## src/rtl/mem_arb_pkg.sv

```systemverilog
// rtl/mem_arb_pkg.sv - shared types and constants for the memory arbiter
package mem_arb_pkg;

  typedef enum logic [1:0] {
    IDLE    = 2'd0,
    ISSUE   = 2'd1,
    CAPTURE = 2'd2
  } arb_state_t;

  localparam logic OWNER_A = 1'b0;
  localparam logic OWNER_B = 1'b1;

  localparam int DEFAULT_ADDR_W = 16;
  localparam int DEFAULT_DATA_W = 16;

  localparam logic [15:0] IO_IN_ADDR = 16'hFC00;

endpackage

```

## src/rtl/mem_arb_pick.sv

```systemverilog
// rtl/mem_arb_pick.sv - winner select; MEM_ARBITER_ROUND_ROBIN_EN enables round-robin ties
module mem_arb_pick
  import mem_arb_pkg::*;
(
  input  logic a_elig,
  input  logic b_elig,
`ifdef MEM_ARBITER_ROUND_ROBIN_EN
  input  logic last_owner,
`endif
  output logic grant,
  output logic grant_owner
);

  always_comb begin
    grant = a_elig | b_elig;
`ifdef MEM_ARBITER_ROUND_ROBIN_EN
    // On a tie the port that was not served last wins
    if (a_elig && b_elig)
      grant_owner = (last_owner == OWNER_B) ? OWNER_A : OWNER_B;
    else
      grant_owner = b_elig ? OWNER_B : OWNER_A;
`else
    grant_owner = b_elig ? OWNER_B : OWNER_A;
`endif
  end

endmodule

```

## src/rtl/mem_arbiter.sv

```systemverilog
// rtl/mem_arbiter.sv - two-port arbiter for the single-port memory; MEM_ARBITER_ROUND_ROBIN_EN selects round-robin ties
module mem_arbiter
  import mem_arb_pkg::*;
#(
  parameter int ADDR_W = DEFAULT_ADDR_W,
  parameter int DATA_W = DEFAULT_DATA_W
) (
  input  logic              clk,
  input  logic              reset,
  input  logic              a_req,
  input  logic              a_we,
  input  logic [ADDR_W-1:0] a_addr,
  input  logic [DATA_W-1:0] a_wdata,
  output logic [DATA_W-1:0] a_rdata,
  output logic              a_ack,
  input  logic              b_req,
  input  logic              b_we,
  input  logic [ADDR_W-1:0] b_addr,
  input  logic [DATA_W-1:0] b_wdata,
  output logic [DATA_W-1:0] b_rdata,
  output logic              b_ack,
  output logic [ADDR_W-1:0] mem_addr,
  output logic [DATA_W-1:0] mem_data,
  output logic              mem_we,
  input  logic [DATA_W-1:0] mem_q,
  output logic              busy
);

  arb_state_t state;
  logic       owner;
  logic       a_elig;
  logic       b_elig;
  logic       grant;
  logic       grant_owner;
`ifdef MEM_ARBITER_ROUND_ROBIN_EN
  logic       rr_ptr;
`endif

  // A port still showing its ack is finishing, not asking again
  assign a_elig = a_req & ~a_ack;
  assign b_elig = b_req & ~b_ack;
  assign busy   = (state != IDLE);

  mem_arb_pick u_pick (
    .a_elig      (a_elig),
    .b_elig      (b_elig),
`ifdef MEM_ARBITER_ROUND_ROBIN_EN
    .last_owner  (rr_ptr),
`endif
    .grant       (grant),
    .grant_owner (grant_owner)
  );

  always_ff @(posedge clk or posedge reset) begin
    if (reset) begin
      state    <= IDLE;
      owner    <= OWNER_A;
      mem_addr <= '0;
      mem_data <= '0;
      mem_we   <= 1'b0;
      a_ack    <= 1'b0;
      b_ack    <= 1'b0;
      a_rdata  <= '0;
      b_rdata  <= '0;
`ifdef MEM_ARBITER_ROUND_ROBIN_EN
      rr_ptr   <= OWNER_B;
`endif
    end else begin
      a_ack <= 1'b0;
      b_ack <= 1'b0;
      case (state)
        IDLE: begin
          if (grant) begin
            owner <= grant_owner;
            if (grant_owner == OWNER_B) begin
              mem_addr <= b_addr;
              mem_data <= b_wdata;
              mem_we   <= b_we;
            end else begin
              mem_addr <= a_addr;
              mem_data <= a_wdata;
              mem_we   <= a_we;
            end
`ifdef MEM_ARBITER_ROUND_ROBIN_EN
            rr_ptr <= grant_owner;
`endif
            state <= ISSUE;
          end
        end
        ISSUE: begin
          mem_we <= 1'b0;
          state  <= CAPTURE;
        end
        CAPTURE: begin
          // Writes return the written word since the memory is write-through
          if (owner == OWNER_B) begin
            b_rdata <= mem_q;
            b_ack   <= 1'b1;
          end else begin
            a_rdata <= mem_q;
            a_ack   <= 1'b1;
          end
          state <= IDLE;
        end
        default: begin
          mem_we <= 1'b0;
          state  <= IDLE;
        end
      endcase
    end
  end

endmodule
```

## config.mk

```make
export PLATFORM = sky130hd
export DESIGN_NAME = mem_arbiter
export DESIGN_NICKNAME = d
export VERILOG_FILES = /design/src/rtl/mem_arb_pkg.sv /design/src/rtl/mem_arb_pick.sv /design/src/rtl/mem_arbiter.sv
export SDC_FILE = /design/constraint.sdc
export NUM_CORES = 1
export LEC_CHECK = 0
export ABC_AREA = 1
export CAP_MARGIN = 20
export CELL_PAD_IN_SITES_DETAIL_PLACEMENT = 0
export CELL_PAD_IN_SITES_GLOBAL_PLACEMENT = 2
export CORE_UTILIZATION = 22
export CTS_CLUSTER_DIAMETER = 60
export DETAILED_ROUTE_END_ITERATION = 8
export PLACE_DENSITY = 0.9
export REMOVE_ABC_BUFFERS = 1
export SLEW_MARGIN = 20
export SYNTH_ARGS = -nofsm -noshare
export SYNTH_HDL_FRONTEND = slang
export SYNTH_SLANG_ARGS = --single-unit
export TNS_END_PERCENT = 1
```

## constraint.sdc

```tcl
create_clock -name clk -period 3.4 [get_ports clk]
set_clock_uncertainty 0.15 [all_clocks]
set_input_delay 0.68 -clock clk [delete_from_list [all_inputs] [get_ports clk]]
set_output_delay 0.68 -clock clk [all_outputs]
set_load 0.01 [all_outputs]
```

-- Yosys cells after proc, flatten, opt, wreduce, memory -nomap -nowiden
Index checks and enable logic that the tools add are counted.
- eq/ne operators: 3
- muxes and demuxes: 12
- bitwise operators: 7
- reduce and logical (&&, ||, !) cells: 6
- operators with widths (kind ; number):
    two-way mux 16 bit ; 2
    AND reduction 2 bit ; 4
    two-way mux 1 bit ; 7
    NOT 1 bit ; 4
    case mux 2 bit (2 select lines) ; 1
    bitwise AND 1 bit ; 2
    == test 2 x 1 -> 1 bit, second input constant ; 1
    == test 2 bit, second input constant ; 1
    zero test 2 bit ; 1
    two-way mux 2 bit ; 1
    != test 2 bit, second input constant ; 1
    case mux 1 bit (2 select lines) ; 1
    nonzero test 2 bit ; 1
    bitwise OR 1 bit ; 1
- register bits: 70
- input bits: 86
- output and inout port bits: 68
- logic and storage cells: 37

-- Longest topological paths before layout
Gate-level depths: netlist of run 1.
- word-level depth: 6
- gate-level depth with buffers: 7
- gate-level depth less buffers: 6

-- By module
Synthesis of run 1 repeated with hierarchy kept, for this count alone.
- cell total of the unflattened synthesis: 409
- area total of the unflattened synthesis: 3189.3 sq um
- by module, submodules not included (module ; instances ; cells each ; area an instance (sq um) ; seq. area each (sq um)):
    mem_arbiter ; 1 ; 405 ; 3170.5 ; 1751.7
    mem_arb_pick ; 1 ; 4 ; 18.8 ; 0.0

-- Worst setup path before layout of run 1
No wires, ideal clock.
- path kind: register to output
- start point: register state[1]
- end point: output busy
- arrival time: 0.894 ns
- required time: 2.570 ns
- slack: 1.676 ns
- cell stages (with the launch flop): 4
- path buffers: 1
- cell sequence: dfrtp_1 > nor2_4 > buf_2 > inv_1
- cells in the longest elaborated chain, start to end: 1
- ends and longest elaborated chain (what ; line ; text):
    start, declared ; mem_arbiter.sv:29 ; arb_state_t state;
    start signal, assigned ; mem_arbiter.sv:56 ; state <= IDLE;
    start signal, assigned ; mem_arbiter.sv:87 ; state <= ISSUE;
    start signal, assigned ; mem_arbiter.sv:92 ; state <= CAPTURE;
    nonzero test 2 bit ; mem_arbiter.sv:42 ; assign busy = (state != IDLE);
    end, declared ; mem_arbiter.sv:26 ; output logic busy
Every way passes these cells.

-- Final worst setup path of run 1
- start point: input a_req
- end point: register mem_data[7]
- cells in the longest elaborated chain, start to end: 3
- ends and longest elaborated chain (what ; line ; text):
    start, declared ; mem_arbiter.sv:10 ; input logic a_req,
    bitwise AND 1 bit ; mem_arbiter.sv:40 ; assign a_elig = a_req & ~a_ack;
    bitwise OR 1 bit ; mem_arb_pick.sv:15 ; grant = a_elig | b_elig;
    AND reduction 2 bit (no line) ; - ;
    end signal, assigned ; mem_arbiter.sv:77 ; mem_data <= b_wdata;
    end signal, assigned ; mem_arbiter.sv:81 ; mem_data <= a_wdata;
    end, declared ; mem_arbiter.sv:23 ; output logic [DATA_W-1:0] mem_data,
Every way passes these cells.
A chain may end at the register's enable or synchronous reset.

==> results of run 1 <==
## layer usage
metal  global-route usage (%)  up-vias  share of wire, %
li1                         -     1536                 -
met1                    16.45     1412                44
met2                    20.62      126                42
met3                    7.257        6                13
met4                    3.277        0              0.39
met5                        0        -                 0
## area by class of cell
cell class / count / area (sq um) / share of cell area, %
Clock inverter: 5 / 83.83 / 1.624
Multi-Input combinational cell: 275 / 1195 / 23.15
Clock buffer: 10 / 239.0 / 4.630
Tap cell: 180 / 225.2 / 4.364
Inverter: 26 / 97.59 / 1.891
Sequential cell: 70 / 1752 / 33.94
Timing Repair Buffer: 157 / 1569 / 30.40
## path summary, 6_finish.rpt
check / from / to / slack [ps] / cells past startpoint
hold / removal: mem_data[0] / mem_data[0] / 330 / 2
min in group asynchronous: reset / a_rdata[2] / 610 / 3
setup reg to reg: b_ack / mem_data[7] / 1200 / 6
hold reg to reg: mem_data[0] / mem_data[0] / 330 / 2
setup / recovery: a_req / mem_data[7] / 1100 / 6
max in group asynchronous: reset / mem_data[5] / 2190 / 3
## power by group through the flow
stage	logic (uW)	registers [uW]	clock network, uW
floorplan	751	1640	0
global placement	2050	1470	0
detailed placement	2090	1480	0
CTS	2100	1480	1040
global route	2290	1530	1080
finish	2070	1480	1010
## sequential cells by signal (all words and copies together) (netlist names)
| signal | count |
|---|---|
| mem_addr | 16 |
| a_ack | 1 |
| mem_we | 1 |
| state | 2 |
| b_rdata | 16 |
| b_ack | 1 |
| a_rdata | 16 |
| owner | 1 |
| mem_data | 16 |
## critical path: cells and delay by family
kind | cells | cell delay [ps]
AND/OR/NAND/NOR | 5 | 1200
buffers and inverters | 1 | 450
## cell usage after synthesis, drive strengths merged
cell type	instances
nor2	3
inv	26
nand2	171
o21ai	32
nand3	68
dfrtp	70
nand3b	1
buf	25
## per-stage QoR
stage                     cells  power [uW]  setup slack (ps)
after CTS                   723        4627              1112
after detailed placement    708        3576             759.2
after floorplan             371        2388             801.8
final                       723        4555              1105
after global routing        723        4909             903.2
after global placement      708        3529             840.6
## kinds of logic (layout without fill, tap and decap cells)
family,count (synthesis),in the layout
flip-flops,70,70
buffers and inverters,51,198
AND/OR/NAND/NOR,243,243
AO/OA/AOI/OAI,32,32
==> flow_summary.json, run 1 <==
{
  "status": "finished, final reports clean",
  "clk-insertion-delay-late_ps": 320,
  "tns_ps": 0,
  "maxCapViolations": 0,
  "core_sq_um": 13990,
  "cts_sinks": 70,
  "ctsHoldBuffers": 0,
  "vias_per_cell": 4.260,
  "grt_usage_pct": 13.46,
  "ys_ff_latch": 70,
  "grt_pass1_wl_mm": 15.66,
  "hpwlAfterDp_mm": 6.532,
  "final_hold_viol_count": 0,
  "power_density_nw_per_um2": 882.5,
  "worstPathCellList": "clkdlybuf4s50_1 -> nand2_1 -> nand2_4 -> nand2_2 -> nand2_1 -> nand2_1",
  "crit_path_end_kind": "flip-flop",
  "drt_pre_antenna_iters": 4,
  "initial_core_util_pct": 22.68,
  "grt_pass1_vias": 3189,
  "cts-resized-gates": 0,
  "postLayoutCellArea_sq_um": 5161,
  "die_width_um": 122.1,
  "hold_slack_ps": 327.3,
  "mostFrequentLayoutCell": "nand2_1",
  "fin_util_pct": 36.90,
  "synth_area_sq_um": 3173,
  "synth_top_area_share_pct": 55.21,
  "synth-xor-area-share_pct": 0,
  "fin_crit_sh_pct": 67.51,
  "synth_compound_area_share_pct": 5.047,
  "num_antenna_cells": 0,
  "wl_mm": 9.734,
  "post_cts_buffers": 0,
  "required_ps": 3460,
  "drive_gt1_share_pct": 5.157,
  "dieArea_sq_um": 14910,
  "min_path_type": "flip-flop to flip-flop",
  "layout_common_cells": "nand2_1 (168), clkdlybuf4s50_1 (152), dfrtp_1 (70), nand3_1 (67), o21ai_1 (32)",
  "p_comb_share_pct": 45.4,
  "nets": 625,
  "critPathKind": "primary input to flip-flop",
  "fillers": 1422,
  "netlist_top_cells_area": "dfrtp_1 (55%), nand2_1 (20%), nand3_1 (11%), o21ai_1 (5.0%), buf_2 (3.0%)",
  "yosysWarningCount": 0,
  "worstMarginPinSlew_ps": 699.1,
  "final_antenna_net_count": 0,
  "cts-root-buf": "clkbuf_16",
  "num_io_pins": 154,
  "wl_per_cell_um": 13.46,
  "syn_avg_cell_area_sq_um": 8.013,
  "cpMostUsedCell": "nand2_1",
  "crit_path_start_kind": "primary input",
  "antenna_found_initial": 0,
  "setup_viol_count_final": 0,
  "switching_share_pct": 35.75,
  "drc_errors": 0,
  "synthToLayoutAreaGrowth_pct": 62.66,
  "synth_top_cell_by_area": "dfrtp_1",
  "drt_iter0_markers": 166,
  "arrival_ps": 2360,
  "placed_area_sq_um": 4838,
  "critPathMaxFanout": 35,
  "fmax_mhz": 435.7,
  "clk_path_buf_depth": 2,
  "port_buffers": 153,
  "overflow": 0,
  "rows": 43,
  "drv_slew": 0,
  "cts.clk_slew.worst_paths_ps": 60,
  "fp.dieH_um": 122.1,
  "grt_max_degree": 71,
  "fin_crit_ps": 2295,
  "cp_slowest_cell": "nand2_2",
  "vdd_drop_max_mv": 0.3910,
  "synth_mux_area_share_pct": 0,
  "cellInternalPower_uw": 2926,
  "htree_levels": 3,
  "slew_headroom_pct": 53.23,
  "synth_cell_types": 15,
  "p_seq_share_pct": 32.5,
  "numCtsBuffers": 9,
  "synth_fa_ha_area_share_pct": 0,
  "synth_top_family_by_area": "simple AND/OR/NAND/NOR gates",
  "netlist_instances": 396,
  "clkPwrFrac_pct": 22.1,
  "leakagePower_uw": 0.002509,
  "dr_total_vias": 3080,
  "synth_simple_gate_area_share_pct": 32.61,
  "grt_setup_unrepaired": "false",
  "cts_tree": "done",
  "gp_congestion": 0.6860,
  "slowest_delay_ps": 520,
  "seq_area_frac_synth_pct": 55.21,
  "power_switching_uw": 1628
}
No activity file was read; power rests on OpenSTA's default activity.
==> run 2: changes to the inputs <==
--- a/config.mk
+++ b/config.mk
@@ -9,10 +9,10 @@
 export CAP_MARGIN = 20
 export CELL_PAD_IN_SITES_DETAIL_PLACEMENT = 0
 export CELL_PAD_IN_SITES_GLOBAL_PLACEMENT = 2
-export CORE_UTILIZATION = 22
+export CORE_UTILIZATION = 19
 export CTS_CLUSTER_DIAMETER = 60
 export DETAILED_ROUTE_END_ITERATION = 8
-export PLACE_DENSITY = 0.9
+export PLACE_DENSITY = 0.83
 export REMOVE_ABC_BUFFERS = 1
 export SLEW_MARGIN = 20
 export SYNTH_ARGS = -nofsm -noshare
==> constraint.sdc (replaced) <==
create_clock -name clk -period 1.94 [get_ports clk]
set_clock_uncertainty 0.15 [all_clocks]
set_input_delay 0.388 -clock clk [delete_from_list [all_inputs] [get_ports clk]]
set_output_delay 0.388 -clock clk [all_outputs]
set_load 0.01 [all_outputs]
==> flow_summary.json, run 2 (synthesized netlist as in run 1, its figures left out) <==
{
  "num_io_pins": 154,
  "hpwlAfterDp_mm": 7.616,
  "fp.dieH_um": 131.2,
  "drive_gt1_share_pct": 7.194,
  "drv_slew": 0,
  "port_buffers": 153,
  "drc_errors": 0,
  "status": "finished, final reports clean",
  "wl_mm": 10.61,
  "nets": 637,
  "fillers": 1675,
  "drt_iter0_markers": 103,
  "cts_tree": "done",
  "initial_core_util_pct": 19.69,
  "leakagePower_uw": 0.002584,
  "crit_path_start_kind": "flip-flop",
  "dpl_worst_slack_ps": 32.14,
  "wl_per_cell_um": 13.74,
  "min_path_type": "primary input to async pin",
  "vdd_drop_max_mv": 0.6386,
  "critPathKind": "flip-flop to output pin",
  "setup_viol_count_final": 0,
  "maxCapViolations": 0,
  "cpLargestDelayFamily": "buffers and inverters",
  "clk_path_buf_depth": 2,
  "gp_congestion": 0.7924,
  "vias_per_cell": 4.031,
  "overflow": 0,
  "mostFrequentLayoutCell": "nand2_1",
  "die_width_um": 131.2,
  "slowest_delay_ps": 590,
  "critPathMaxFanout": 2,
  "power_uw": 8239,
  "dieArea_sq_um": 17220,
  "arrival_ps": 1280,
  "worstMarginPinSlew_ps": 382.9,
  "fin_crit_ps": 1821,
  "required_ps": 1400,
  "drt_pre_antenna_iters": 4,
  "worstPathCellList": "clkdlybuf4s50_1",
  "slew_headroom_pct": 74.47,
  "final_antenna_net_count": 0,
  "grt_max_degree": 44,
  "final_hold_viol_count": 0,
  "cp_num_buf_inv": 1,
  "fin_util_pct": 33.05,
  "numCtsBuffers": 9,
  "fin_crit_sh_pct": 93.84,
  "grt_pass1_vias": 3281,
  "grt_usage_pct": 12.84,
  "htree_levels": 3,
  "dr_total_vias": 3112,
  "core_sq_um": 16120,
  "post_cts_buffers": 0,
  "postLayoutCellArea_sq_um": 5326,
  "hold_slack_ps": 281.4,
  "grt_pass1_wl_mm": 17.44,
  "num_antenna_cells": 0,
  "rows": 46,
  "grt_setup_unrepaired": "false",
  "antenna_found_initial": 1,
  "clk-insertion-delay-late_ps": 330,
  "synthToLayoutAreaGrowth_pct": 67.86,
  "layout_common_cells": "nand2_1 (168), clkdlybuf4s50_1 (152), dfrtp_1 (69), nand3_1 (67), o21ai_1 (32)",
  "cts.clk_slew.worst_paths_ps": 60,
  "cts_sinks": 70,
  "worst_slack_ps": 119.5,
  "placed_area_sq_um": 4991,
  "cp_slowest_cell": "clkdlybuf4s50_1",
  "power_density_nw_per_um2": 1547,
  "fmax_mhz": 549.3,
  "crit_path_end_kind": "output pin",
  "cts-root-buf": "clkbuf_16"
}
==> run 2: through the flow <==
| step | setup TNS (ps) | instances |
|---|---|---|
| global route | 0 | 772 |
| detailed placement | 0 | 756 |
| floorplan | -29340 | 371 |
| finish | 0 | 772 |
| CTS | 0 | 772 |
| global placement | 0 | 756 |
==> run 2: where the power goes <==
part | switching, uW | total (uW) | internal (uW)
clock network | 614 | 1840 | 1230
registers | 423 | 2600 | 2170
logic | 1900 | 3800 | 1900
total | 2930 | 8240 | 5310
==> run 2: repair_timing <==
item | CTS | global route
resized for setup | 2 | 0
hold buffers | 0 | 0
endpoints found under the hold margin | 0 | 0
setup endpoints to repair | 1 | 0
==> run 2: final cells by class <==
class	count	area [sq um]	area share, %
Multi-Input combinational cell	275	1195	22.43
Timing Repair Buffer	169	1675	31.45
Tap cell	216	270.3	5.074
Clock buffer	13	270.3	5.074
Sequential cell	70	1753	32.91
Inverter	26	97.59	1.832
Clock inverter	3	65.06	1.222
==> run 2: worst paths after layout <==
check                        startpoint      endpoint  slack [ps]  cells after the start
min in group clk           mem_addr[12]  mem_addr[12]         330                      2
max                               b_ack         b_ack         120                      1
min reg2reg                mem_addr[12]  mem_addr[12]         330                      2
max reg2reg                    state[0]  mem_addr[15]         290                      6
min                               reset   b_rdata[14]         280                      3
max in group asynchronous         reset   mem_addr[8]        1030                      3
==> run 2: metal layers <==
metal / GRT usage [%] / vias up / wire (um)
met3: 6.327 / 12 / 1147
met5: 0 / - / 13
met4: 3.595 / 2 / 115
met2: 20.83 / 125 / 4677
met1: 14.87 / 1409 / 4656
li1: - / 1564 / -
